$ cat src/rtl/rv_mem_arb_pkg.sv
// Shared types for the instruction-fetch / load-store memory arbiter.
// Holds the controller state enum, the latched bus command and the fetch command helper.
package rv_mem_arb_pkg;

   typedef enum logic [2:0] {
      IDLE,
      REQ_IFU,
      REQ_LSU,
      WAIT_IFU,
      WAIT_LSU
   } rv_arb_state_t;

   typedef struct packed {
      logic [31:0] addr;
      logic        we;
      logic [3:0]  sel;
      logic [31:0] wdata;
   } rv_bus_cmd_t;

   localparam logic [3:0] IFU_SEL = 4'hF;

   // Fetches are always full-word reads.
   function automatic rv_bus_cmd_t make_ifu_cmd(input logic [31:0] addr);
      rv_bus_cmd_t cmd;
      cmd.addr  = addr;
      cmd.we    = 1'b0;
      cmd.sel   = IFU_SEL;
      cmd.wdata = 32'h0;
      return cmd;
   endfunction

endpackage

$ cat src/rtl/rv_mem_arb_if.sv
// Fetch, load/store and memory-bus signal bundle of the arbiter.
// The slave modport is the arbiter's view; the master modport is the surrounding core and bus.
interface rv_mem_arb_if;

   logic        i_ifu_req;
   logic [31:0] i_ifu_addr;
   logic        i_ifu_flush;
   logic        o_ifu_ack;
   logic        o_ifu_rvalid;
   logic [31:0] o_ifu_rdata;

   logic        i_lsu_req;
   logic [31:0] i_lsu_addr;
   logic        i_lsu_we;
   logic [3:0]  i_lsu_sel;
   logic [31:0] i_lsu_wdata;
   logic        o_lsu_ack;
   logic        o_lsu_rvalid;
   logic [31:0] o_lsu_rdata;

   logic        o_bus_req;
   logic        o_bus_we;
   logic [31:0] o_bus_addr;
   logic [31:0] o_bus_wdata;
   logic [3:0]  o_bus_sel;
   logic        i_bus_ack;
   logic        i_bus_rvalid;
   logic [31:0] i_bus_rdata;

   logic        o_busy;

   modport slave (
      input  i_ifu_req, i_ifu_addr, i_ifu_flush,
      output o_ifu_ack, o_ifu_rvalid, o_ifu_rdata,
      input  i_lsu_req, i_lsu_addr, i_lsu_we, i_lsu_sel, i_lsu_wdata,
      output o_lsu_ack, o_lsu_rvalid, o_lsu_rdata,
      output o_bus_req, o_bus_we, o_bus_addr, o_bus_wdata, o_bus_sel,
      input  i_bus_ack, i_bus_rvalid, i_bus_rdata,
      output o_busy
   );

   modport master (
      output i_ifu_req, i_ifu_addr, i_ifu_flush,
      input  o_ifu_ack, o_ifu_rvalid, o_ifu_rdata,
      output i_lsu_req, i_lsu_addr, i_lsu_we, i_lsu_sel, i_lsu_wdata,
      input  o_lsu_ack, o_lsu_rvalid, o_lsu_rdata,
      input  o_bus_req, o_bus_we, o_bus_addr, o_bus_wdata, o_bus_sel,
      output i_bus_ack, i_bus_rvalid, i_bus_rdata,
      input  o_busy
   );

endinterface

$ cat src/rtl/rv_mem_arb.sv
// Two-master memory arbiter: LSU has priority, IFU is protected from starvation.
// One outstanding bus transaction; a pending request is issued back-to-back on completion.
module rv_mem_arb
   import rv_mem_arb_pkg::*;
#(
   parameter int STARVE_MAX = 4
) (
   input  logic i_clk,
   input  logic i_reset,
   rv_mem_arb_if.slave mem
);

   localparam int CNT_W = (STARVE_MAX < 1) ? 1 : $clog2(STARVE_MAX + 1);
   localparam logic [CNT_W-1:0] STARVE_LIM = CNT_W'(STARVE_MAX);

   rv_arb_state_t    state;
   logic [CNT_W-1:0] starve_cnt;
   logic             drop;
   logic             bus_req_q;
   rv_bus_cmd_t      cmd_q;

   logic ifu_ack, lsu_ack;
   logic ifu_resp, lsu_resp;
   logic done;
   logic ifu_pend, lsu_pend;
   logic starved, arb_en;
   logic grant_ifu, grant_lsu;
   logic ifu_rvalid;
   rv_bus_cmd_t lsu_cmd;

   // Handshake decode and arbitration. A requester's req is still high in the cycle
   // its own ack fires, so that request is masked out of the pending set.
   always_comb begin
      ifu_ack  = 1'b0;
      lsu_ack  = 1'b0;
      ifu_resp = 1'b0;
      lsu_resp = 1'b0;
      case (state)
         REQ_IFU: begin
            ifu_ack  = mem.i_bus_ack;
            ifu_resp = mem.i_bus_ack & mem.i_bus_rvalid;
         end
         REQ_LSU: begin
            lsu_ack  = mem.i_bus_ack;
            lsu_resp = mem.i_bus_ack & mem.i_bus_rvalid;
         end
         WAIT_IFU: ifu_resp = mem.i_bus_rvalid;
         WAIT_LSU: lsu_resp = mem.i_bus_rvalid;
         default: ;
      endcase
      if (i_reset) begin
         ifu_ack  = 1'b0;
         lsu_ack  = 1'b0;
         ifu_resp = 1'b0;
         lsu_resp = 1'b0;
      end
      done      = ifu_resp | lsu_resp;
      ifu_pend  = mem.i_ifu_req & ~ifu_ack;
      lsu_pend  = mem.i_lsu_req & ~lsu_ack;
      starved   = ifu_pend && (starve_cnt == STARVE_LIM);
      arb_en    = (state == IDLE) || done;
      grant_lsu = arb_en && lsu_pend && !starved;
      grant_ifu = arb_en && ifu_pend && !grant_lsu;
   end

   always_comb begin
      lsu_cmd.addr  = mem.i_lsu_addr;
      lsu_cmd.we    = mem.i_lsu_we;
      lsu_cmd.sel   = mem.i_lsu_sel;
      lsu_cmd.wdata = mem.i_lsu_wdata;
   end

   // Controller: state, starvation counter, flush-drop flag and registered bus command.
   always_ff @(posedge i_clk) begin
      if (i_reset) begin
         state      <= IDLE;
         starve_cnt <= '0;
         drop       <= 1'b0;
         bus_req_q  <= 1'b0;
         cmd_q      <= '0;
      end else begin
         if (!ifu_pend || grant_ifu) begin
            starve_cnt <= '0;
         end else if (grant_lsu && (starve_cnt != STARVE_LIM)) begin
            starve_cnt <= starve_cnt + 1'b1;
         end

         if (done) begin
            drop <= 1'b0;
         end else if (mem.i_ifu_flush && ((state == REQ_IFU) || (state == WAIT_IFU))) begin
            drop <= 1'b1;
         end

         if (grant_lsu) begin
            state     <= REQ_LSU;
            bus_req_q <= 1'b1;
            cmd_q     <= lsu_cmd;
         end else if (grant_ifu) begin
            state     <= REQ_IFU;
            bus_req_q <= 1'b1;
            cmd_q     <= make_ifu_cmd(mem.i_ifu_addr);
         end else if (done) begin
            state     <= IDLE;
            bus_req_q <= 1'b0;
         end else if (ifu_ack) begin
            state     <= WAIT_IFU;
            bus_req_q <= 1'b0;
         end else if (lsu_ack) begin
            state     <= WAIT_LSU;
            bus_req_q <= 1'b0;
         end
      end
   end

   // A flush arriving together with the response also hides it.
   assign ifu_rvalid = ifu_resp & ~drop & ~mem.i_ifu_flush;

   assign mem.o_ifu_ack    = ifu_ack;
   assign mem.o_ifu_rvalid = ifu_rvalid;
   assign mem.o_ifu_rdata  = ifu_rvalid ? mem.i_bus_rdata : 32'h0;
   assign mem.o_lsu_ack    = lsu_ack;
   assign mem.o_lsu_rvalid = lsu_resp;
   assign mem.o_lsu_rdata  = lsu_resp ? mem.i_bus_rdata : 32'h0;

   assign mem.o_bus_req    = bus_req_q;
   assign mem.o_bus_we     = cmd_q.we;
   assign mem.o_bus_addr   = cmd_q.addr;
   assign mem.o_bus_wdata  = cmd_q.wdata;
   assign mem.o_bus_sel    = cmd_q.sel;
   assign mem.o_busy       = (state != IDLE);

endmodule

$ cat src/flat_wrapper.sv
// flat-port wrapper written by rule: the top's interface ports become plain ports
module rv_mem_arb_flat import rv_mem_arb_pkg::*;
#(
   parameter int STARVE_MAX = 4
)
  (i_clk, i_reset, mem_i_ifu_req, mem_i_ifu_addr, mem_i_ifu_flush, mem_o_ifu_ack, mem_o_ifu_rvalid, mem_o_ifu_rdata, mem_i_lsu_req, mem_i_lsu_addr, mem_i_lsu_we, mem_i_lsu_sel, mem_i_lsu_wdata, mem_o_lsu_ack, mem_o_lsu_rvalid, mem_o_lsu_rdata, mem_o_bus_req, mem_o_bus_we, mem_o_bus_addr, mem_o_bus_wdata, mem_o_bus_sel, mem_i_bus_ack, mem_i_bus_rvalid, mem_i_bus_rdata, mem_o_busy);
  rv_mem_arb_if mem_i ();
  input  logic i_clk;
  input  logic i_reset;
  input wire logic [$bits(mem_i.i_ifu_req)-1:0] mem_i_ifu_req;
  input wire logic [$bits(mem_i.i_ifu_addr)-1:0] mem_i_ifu_addr;
  input wire logic [$bits(mem_i.i_ifu_flush)-1:0] mem_i_ifu_flush;
  output wire logic [$bits(mem_i.o_ifu_ack)-1:0] mem_o_ifu_ack;
  output wire logic [$bits(mem_i.o_ifu_rvalid)-1:0] mem_o_ifu_rvalid;
  output wire logic [$bits(mem_i.o_ifu_rdata)-1:0] mem_o_ifu_rdata;
  input wire logic [$bits(mem_i.i_lsu_req)-1:0] mem_i_lsu_req;
  input wire logic [$bits(mem_i.i_lsu_addr)-1:0] mem_i_lsu_addr;
  input wire logic [$bits(mem_i.i_lsu_we)-1:0] mem_i_lsu_we;
  input wire logic [$bits(mem_i.i_lsu_sel)-1:0] mem_i_lsu_sel;
  input wire logic [$bits(mem_i.i_lsu_wdata)-1:0] mem_i_lsu_wdata;
  output wire logic [$bits(mem_i.o_lsu_ack)-1:0] mem_o_lsu_ack;
  output wire logic [$bits(mem_i.o_lsu_rvalid)-1:0] mem_o_lsu_rvalid;
  output wire logic [$bits(mem_i.o_lsu_rdata)-1:0] mem_o_lsu_rdata;
  output wire logic [$bits(mem_i.o_bus_req)-1:0] mem_o_bus_req;
  output wire logic [$bits(mem_i.o_bus_we)-1:0] mem_o_bus_we;
  output wire logic [$bits(mem_i.o_bus_addr)-1:0] mem_o_bus_addr;
  output wire logic [$bits(mem_i.o_bus_wdata)-1:0] mem_o_bus_wdata;
  output wire logic [$bits(mem_i.o_bus_sel)-1:0] mem_o_bus_sel;
  input wire logic [$bits(mem_i.i_bus_ack)-1:0] mem_i_bus_ack;
  input wire logic [$bits(mem_i.i_bus_rvalid)-1:0] mem_i_bus_rvalid;
  input wire logic [$bits(mem_i.i_bus_rdata)-1:0] mem_i_bus_rdata;
  output wire logic [$bits(mem_i.o_busy)-1:0] mem_o_busy;
  assign mem_i.i_ifu_req = mem_i_ifu_req;
  assign mem_i.i_ifu_addr = mem_i_ifu_addr;
  assign mem_i.i_ifu_flush = mem_i_ifu_flush;
  assign mem_o_ifu_ack = mem_i.o_ifu_ack;
  assign mem_o_ifu_rvalid = mem_i.o_ifu_rvalid;
  assign mem_o_ifu_rdata = mem_i.o_ifu_rdata;
  assign mem_i.i_lsu_req = mem_i_lsu_req;
  assign mem_i.i_lsu_addr = mem_i_lsu_addr;
  assign mem_i.i_lsu_we = mem_i_lsu_we;
  assign mem_i.i_lsu_sel = mem_i_lsu_sel;
  assign mem_i.i_lsu_wdata = mem_i_lsu_wdata;
  assign mem_o_lsu_ack = mem_i.o_lsu_ack;
  assign mem_o_lsu_rvalid = mem_i.o_lsu_rvalid;
  assign mem_o_lsu_rdata = mem_i.o_lsu_rdata;
  assign mem_o_bus_req = mem_i.o_bus_req;
  assign mem_o_bus_we = mem_i.o_bus_we;
  assign mem_o_bus_addr = mem_i.o_bus_addr;
  assign mem_o_bus_wdata = mem_i.o_bus_wdata;
  assign mem_o_bus_sel = mem_i.o_bus_sel;
  assign mem_i.i_bus_ack = mem_i_bus_ack;
  assign mem_i.i_bus_rvalid = mem_i_bus_rvalid;
  assign mem_i.i_bus_rdata = mem_i_bus_rdata;
  assign mem_o_busy = mem_i.o_busy;
  rv_mem_arb #(.STARVE_MAX(STARVE_MAX)) u_core (.i_clk(i_clk), .i_reset(i_reset), .mem(mem_i));
endmodule
$ cat config.mk
export PLATFORM = sky130hd
export DESIGN_NAME = rv_mem_arb_flat
export DESIGN_NICKNAME = d
export VERILOG_FILES = /design/src/rtl/rv_mem_arb_pkg.sv /design/src/rtl/rv_mem_arb_if.sv /design/src/rtl/rv_mem_arb.sv /design/src/flat_wrapper.sv
export SDC_FILE = /design/constraint.sdc
export NUM_CORES = 1
export LEC_CHECK = 0
export ABC_AREA = 1
export BUFFER_PORTS_ARGS = -buffer_cell sky130_fd_sc_hd__buf_4
export CORE_MARGIN = 4
export CORE_UTILIZATION = 40
export DETAILED_ROUTE_END_ITERATION = 7
export PLACE_DENSITY = 0.83
export SETUP_SLACK_MARGIN = 0.4
export SLEW_MARGIN = 25
export SYNTH_ARGS = -nofsm -noshare
export SYNTH_HDL_FRONTEND = slang
export SYNTH_SLANG_ARGS = --single-unit
$ cat constraint.sdc
create_clock -name i_clk -period 3.1 [get_ports i_clk]
set_input_delay 0.155 -clock i_clk [delete_from_list [all_inputs] [get_ports i_clk]]
set_output_delay 0.155 -clock i_clk [all_outputs]
set_load 0.1 [all_outputs]
After elaboration in Yosys (flattened, before gate mapping) --
Cells that the tools add are included.
Storage, ports and cells: register bits after elaboration 77, output and inout port bits 139, logic and storage cells 71
Operators by class: $add $sub $neg 1, equal/unequal tests 6, mux-type cells 22, bitwise gates (word level) 10, reductions and logical operators 22
Operator list (number):
- two-way mux 69 bit | 2
- two-way mux 32 bit | 2
- two-way mux 1 bit | 11
- two-way mux 2 bit | 5
- logical AND 1 bit | 7
- equality test 3 x 2 -> 1 bit, second input constant | 2
- equality test 3 bit, second input constant | 2
- OR reduction 2 bit | 3
- AND 1 bit | 5
- nonzero test 5 bit | 1
- OR reduction 5 bit | 1
- inverter 1 bit | 4
- one-hot mux 1 bit (2 select lines) | 2
- nonzero test 4 bit | 1
- adder 3 x 1 -> 3 bit, second input constant | 1
- equality test 3 x 1 -> 1 bit, second input constant | 1
- zero test 1 bit | 3
- zero test 3 bit | 1
- logical OR 1 bit | 3
- inequality test 3 bit, second input constant | 1
- nonzero test 3 bit | 1
- nonzero test 2 bit | 1
- OR 1 bit | 1

Logic depth before layout (Yosys ltp) --
depth after elaboration 12, mapped depth 14, gate-level depth less buffers 12

Worst setup path after synthesis --
OpenSTA, ideal clock, no wires.
path type register to output, start point reg u_core.state[0], end point out mem_o_ifu_rdata[0], arrival time 4707 ps, required time 2945 ps, slack -1762 ps, stages on the path, launching flop included 8, buffers on the path 1, path through dfxtp_1 > inv_2 > nor2_1 > nand2_1 > nor3_1 > inv_1 > clkbuf_1 > nor2_1
On the way: longest elaborated chain between the ends 6, elaborated cells on any way between the ends 7, those cells by class 2 x eq/ne; 3 x mux; 2 x bitwise
Ends and longest elaborated chain:
- from (decl) | RTL line rv_mem_arb.sv:16 | rv_arb_state_t state;
- from (signal assigned) | RTL line rv_mem_arb.sv:76 | state <= IDLE;
- from (signal assigned) | RTL line rv_mem_arb.sv:95 | state <= REQ_LSU;
- from (signal assigned) | RTL line rv_mem_arb.sv:99 | state <= REQ_IFU;
- equality test 3 x 2 -> 1 bit or equality test 3 x 1 -> 1 bit (tied branches) | RTL line rv_mem_arb.sv:38 | case (state)
- one-hot mux 1 bit (2 select lines) (*) | RTL line rv_mem_arb.sv:38
- two-way mux 1 bit (*) | RTL line rv_mem_arb.sv:51 | if (i_reset) begin
- AND 1 bit (*) (2 in series) | RTL line rv_mem_arb.sv:116 | assign ifu_rvalid = ifu_resp & ~drop & ~mem.i_ifu_flush;
- net mem_o_ifu_rvalid | RTL line flat_wrapper.sv:14 | output wire logic [$bits(mem_i.o_ifu_rvalid)-1:0] mem_o_ifu_rvalid;
- two-way mux 32 bit (*) | RTL line rv_mem_arb.sv:120 | assign mem.o_ifu_rdata = ifu_rvalid ? mem.i_bus_rdata : 32'h0;
- to (decl) | RTL line flat_wrapper.sv:15 | output wire logic [$bits(mem_i.o_ifu_rdata)-1:0] mem_o_ifu_rdata;
Mark *: on every way through the listed nets, which the timed path passes. The rest lies on a longest branch.

Final worst setup path --
start point reg u_core.state[0], end point out mem_o_ifu_rdata[17]
On the way: longest elaborated chain between the ends 6, elaborated cells on any way between the ends 7, those cells by class 2 x eq/ne; 3 x mux; 2 x bitwise
Ends and longest elaborated chain (RTL line):
- equality test 3 x 2 -> 1 bit or equality test 3 x 1 -> 1 bit (tied branches) | rv_mem_arb.sv:38
- one-hot mux 1 bit (2 select lines) (*) | rv_mem_arb.sv:38
- two-way mux 1 bit (*) | rv_mem_arb.sv:51
- AND 1 bit (*) (2 in series) | rv_mem_arb.sv:116
- two-way mux 32 bit (*) | rv_mem_arb.sv:120
Every way passes the cells marked *; elsewhere a longest branch is shown, timed or not.

==> out/qor.csv <==
stage,metric,value,unit
placement,dpl cell area,0.00628,mm2
final_layout,FF+latch area,0.00154,mm2
setup_path,slack of the worst reg-to-reg path,680,ps
final_layout,final core occ,0.668,
yosys,cell taking the most area after synthesis,dfxtp_1,
sta,Final setup viols,0,
setup_path,reg2reg path depth,9,
global_routing,gr usage total,0.231,
sta,final hold violation count,0,
hold_path,worst hold path cell count,3,
yosys,Syn. warnings,0,
floorplan,# rows,36,
sta,Fin Clk Skew,14.6,ps
setup_path,critical path depth in cells,8,
global_routing,first-pass GRT wire length,21700,um
yosys,synthesized area,0.00399,mm2
final_layout,antenna cells,0,
final_layout,Area growth syn-to-layout,62.9,%
power,Power Density,556,mW/mm2
yosys,Post-Syn Instances,597,
floorplan,I/O Pins,279,
power,LEAKAGE,3.31,nW
global_routing,Overflow after GRT,0,
routing,Pre-antenna DRT Iters,5,
routing,1st-iter DRT viols,254,
final_layout,fill count,820,
yosys,area share of the largest cell type after synthesis,0.386,
sta,Slew headroom,0.433,
outcome,status,completed,
sta,final setup TNS,0,ps
cts,Clock Tree Buf Depth,2,
sta,Tcrit/Tclk final,0.790,
cts,Num CTS Buffers,9,
sta,final-report max-slew violation count,0,
final_layout,final net count,988,
final_layout,final instance area,0.00650,mm2
hold_path,Hold Startpoint,mem_i_lsu_sel[3],
sta,slew at the pin with the worst max-slew slack,851,ps
setup_path,WP data required,2940,ps
placement,pre-CTS setup slack,412,ps
global_routing,vias in the first global route,4621,
yosys,synthesized flop and latch total,77,
yosys,Syn Nets,739,
setup_path,critical path cell sequence,"inv_2, nor2_1, nand2_1, nor3_4, inv_2, buf_4, nor2_4, buf_4",
routing,final wirelength,14300,um
setup_path,crit path max fanout,32,
floorplan,Core Region,0.00973,mm2
cts,TritonCTS Sinks,77,
setup_path,"Largest stage delay, worst path",380,ps
sta,post-layout min period,2450,ps
run,Max Cap Viol,0,
yosys,Avg Synthesized Cell Area,6.69,um2
hold_path,min-delay worst type,in -> reg,
cts,"Clk Latency, worst-skew pair",340,ps
routing,routed vias,4827,
cts,Root Driver,clkbuf_8,
sta,RSZ-0062 raised after global routing,false,
sta,final worst slack,651,ps
routing,routed len/inst,14.5,um
setup_path,Crit path max-delay family,simple AND/OR/NAND/NOR gates,
final_layout,Multi-input gate area,0.00215,mm2
yosys,Synth top cells by count,"82 x nand2_1, 81 x nor2_1, 77 x dfxtp_1",
setup_path,Worst setup SP type,register,
final_layout,Finished Layout Cells,984,
setup_path,Bufs and invs on worst path,4,
global_routing,largest net degree at the start of global routing,100,
cts,CTS tree,done,
setup_path,Worst Setup End Kind,primary output,
yosys,"top cells by area, synth","dfxtp_1 39%, nand3_1 9.5%, a21oi_1 8.9%",
floorplan,die area,0.0116,mm2
yosys,Netlist cell types,25,
placement,IO buf count,278,
final_layout,layout cells sized above 1,0.407,
floorplan,Die Height,108,um
yosys,"count leader, synth",nand2_1,
setup_path,crit path kind,reg -> out,
routing,"antenna viol nets, final",0,
placement,gpl congestion,0.841,
cts,Post-CTS Setup Repair Bufs,0,
yosys,Post-synth EDFFs,0,
global_routing,initial antenna violation count,0,
setup_path,"Slowest-stage cell, CP",dfxtp_1,
cts,clock slew at reported path FFs,70,ps
cts,CTS H-tree depth,3,
hold_path,Hold EP,u_core.mem.o_bus_sel[3],
routing,vias per inst,4.91,
setup_path,Crit path arrival time,2290,ps
power,Max VDD drop,391,uV
placement,DP HPWL,10900,um
yosys,"FFs w/ async S/R, synth",0,
yosys,register area share after synthesis,0.386,
setup_path,worst r2r src,u_core.state[1],
sta,Peak Freq,408,MHz
floorplan,Initial Utilization,0.410,
placement,# placed instances,968,
routing,number of remaining DRC errors,0,
floorplan,Die X,108,um
yosys,"Top FF cell, synth",dfxtp_1,
setup_path,FF-to-FF End,u_core.mem.o_bus_req,
worst max-delay path by stage:
| stage | startpoint | end | slack [ps] |
|---|---|---|---|
| 6_report | u_core.state[0] | mem_o_ifu_rdata[17] | 650 |
| 2_1_floorplan | u_core.state[0] | mem_o_ifu_rdata[10] | 370 |
| 3_3_place_gp | i_reset | u_core.mem.o_bus_req | 520 |
| 3_5_place_dp | u_core.state[1] | u_core.mem.o_bus_req | 410 |
| 5_1_grt | u_core.state[1] | u_core.mem.o_bus_req | 440 |
| 4_1_cts | u_core.state[1] | u_core.mem.o_bus_req | 400 |
power breakdown:
part	switching (mW)	internal (mW)	total (mW)
Clock	0.380	0.399	0.780
Combinational	1.28	0.397	1.67
Sequential	0.0624	1.10	1.16
Total	1.72	1.89	3.61
per-stage QoR:
stage | hold slack [ps] | power [mW]
after global placement | 394 | 2.83
after CTS | 36.3 | 3.64
after detailed placement | 399 | 2.86
after global routing | 38.7 | 3.78
final | 58.1 | 3.61
after floorplan | 301 | 2.46
flip-flops by register name, indices dropped and copies added, names as in the netlist:
register                flops
u_core.mem.o_bus_wdata     32
u_core.starve_cnt           3
u_core.state                3
u_core.mem.o_bus_we         1
u_core.drop                 1
u_core.mem.o_bus_req        1
u_core.mem.o_bus_addr      32
u_core.mem.o_bus_sel        4
cell usage in the layout, fill, tap and decap left out, drive strengths merged, types with 10 or more instances in the layout:
cell    Yosys  routed
nor2       82      82
o21ai      36      36
clkbuf     20      10
a21oi      71      71
nand3b     33      33
buf        26     284
nand2      85      85
dfxtp      77      77
inv        82      83
nand3      78      78
worst min-delay path: stages:
cell and delay [ps]:
buf_4 80, o21ai_1 60, nor2_1 70
per-layer routing:
layer  vias up  GRT usage  part of all wire
met2       210      0.423              0.52
met1      2188      0.242              0.35
met4         0     0.0965             0.025
li1       2400          -                 -
met5         -          0                 0
met3        29     0.0738             0.097
what timing repair did:
| action | in CTS | in global routing |
|---|---|---|
| gates resized for setup | 0 | 1 |
| hold buffers | 0 | 0 |
| setup endpoints to repair | 0 | 37 |
logic make-up after synthesis:
| kind of cell | Yosys count | synth area share |
|---|---|---|
| flip-flops | 77 | 0.386 |
| AO/OA/AOI/OAI | 108 | 0.136 |
| adder cells (fa/ha/maj) | 2 | 0.00627 |
| buffers and inverters | 128 | 0.139 |
| AND/OR/NAND/NOR | 281 | 0.330 |
| XOR/XNOR | 1 | 0.00219 |
cell type report:
type,count,share of cell area
Clock buffer,10,0.0212
Clock inverter,6,0.0110
Inverter,82,0.0473
Multi-Input combinational cell,392,0.330
Sequential cell,77,0.237
Tap cell,133,0.0256
Timing Repair Buffer,284,0.328
(Power assumes the default switching activity.)
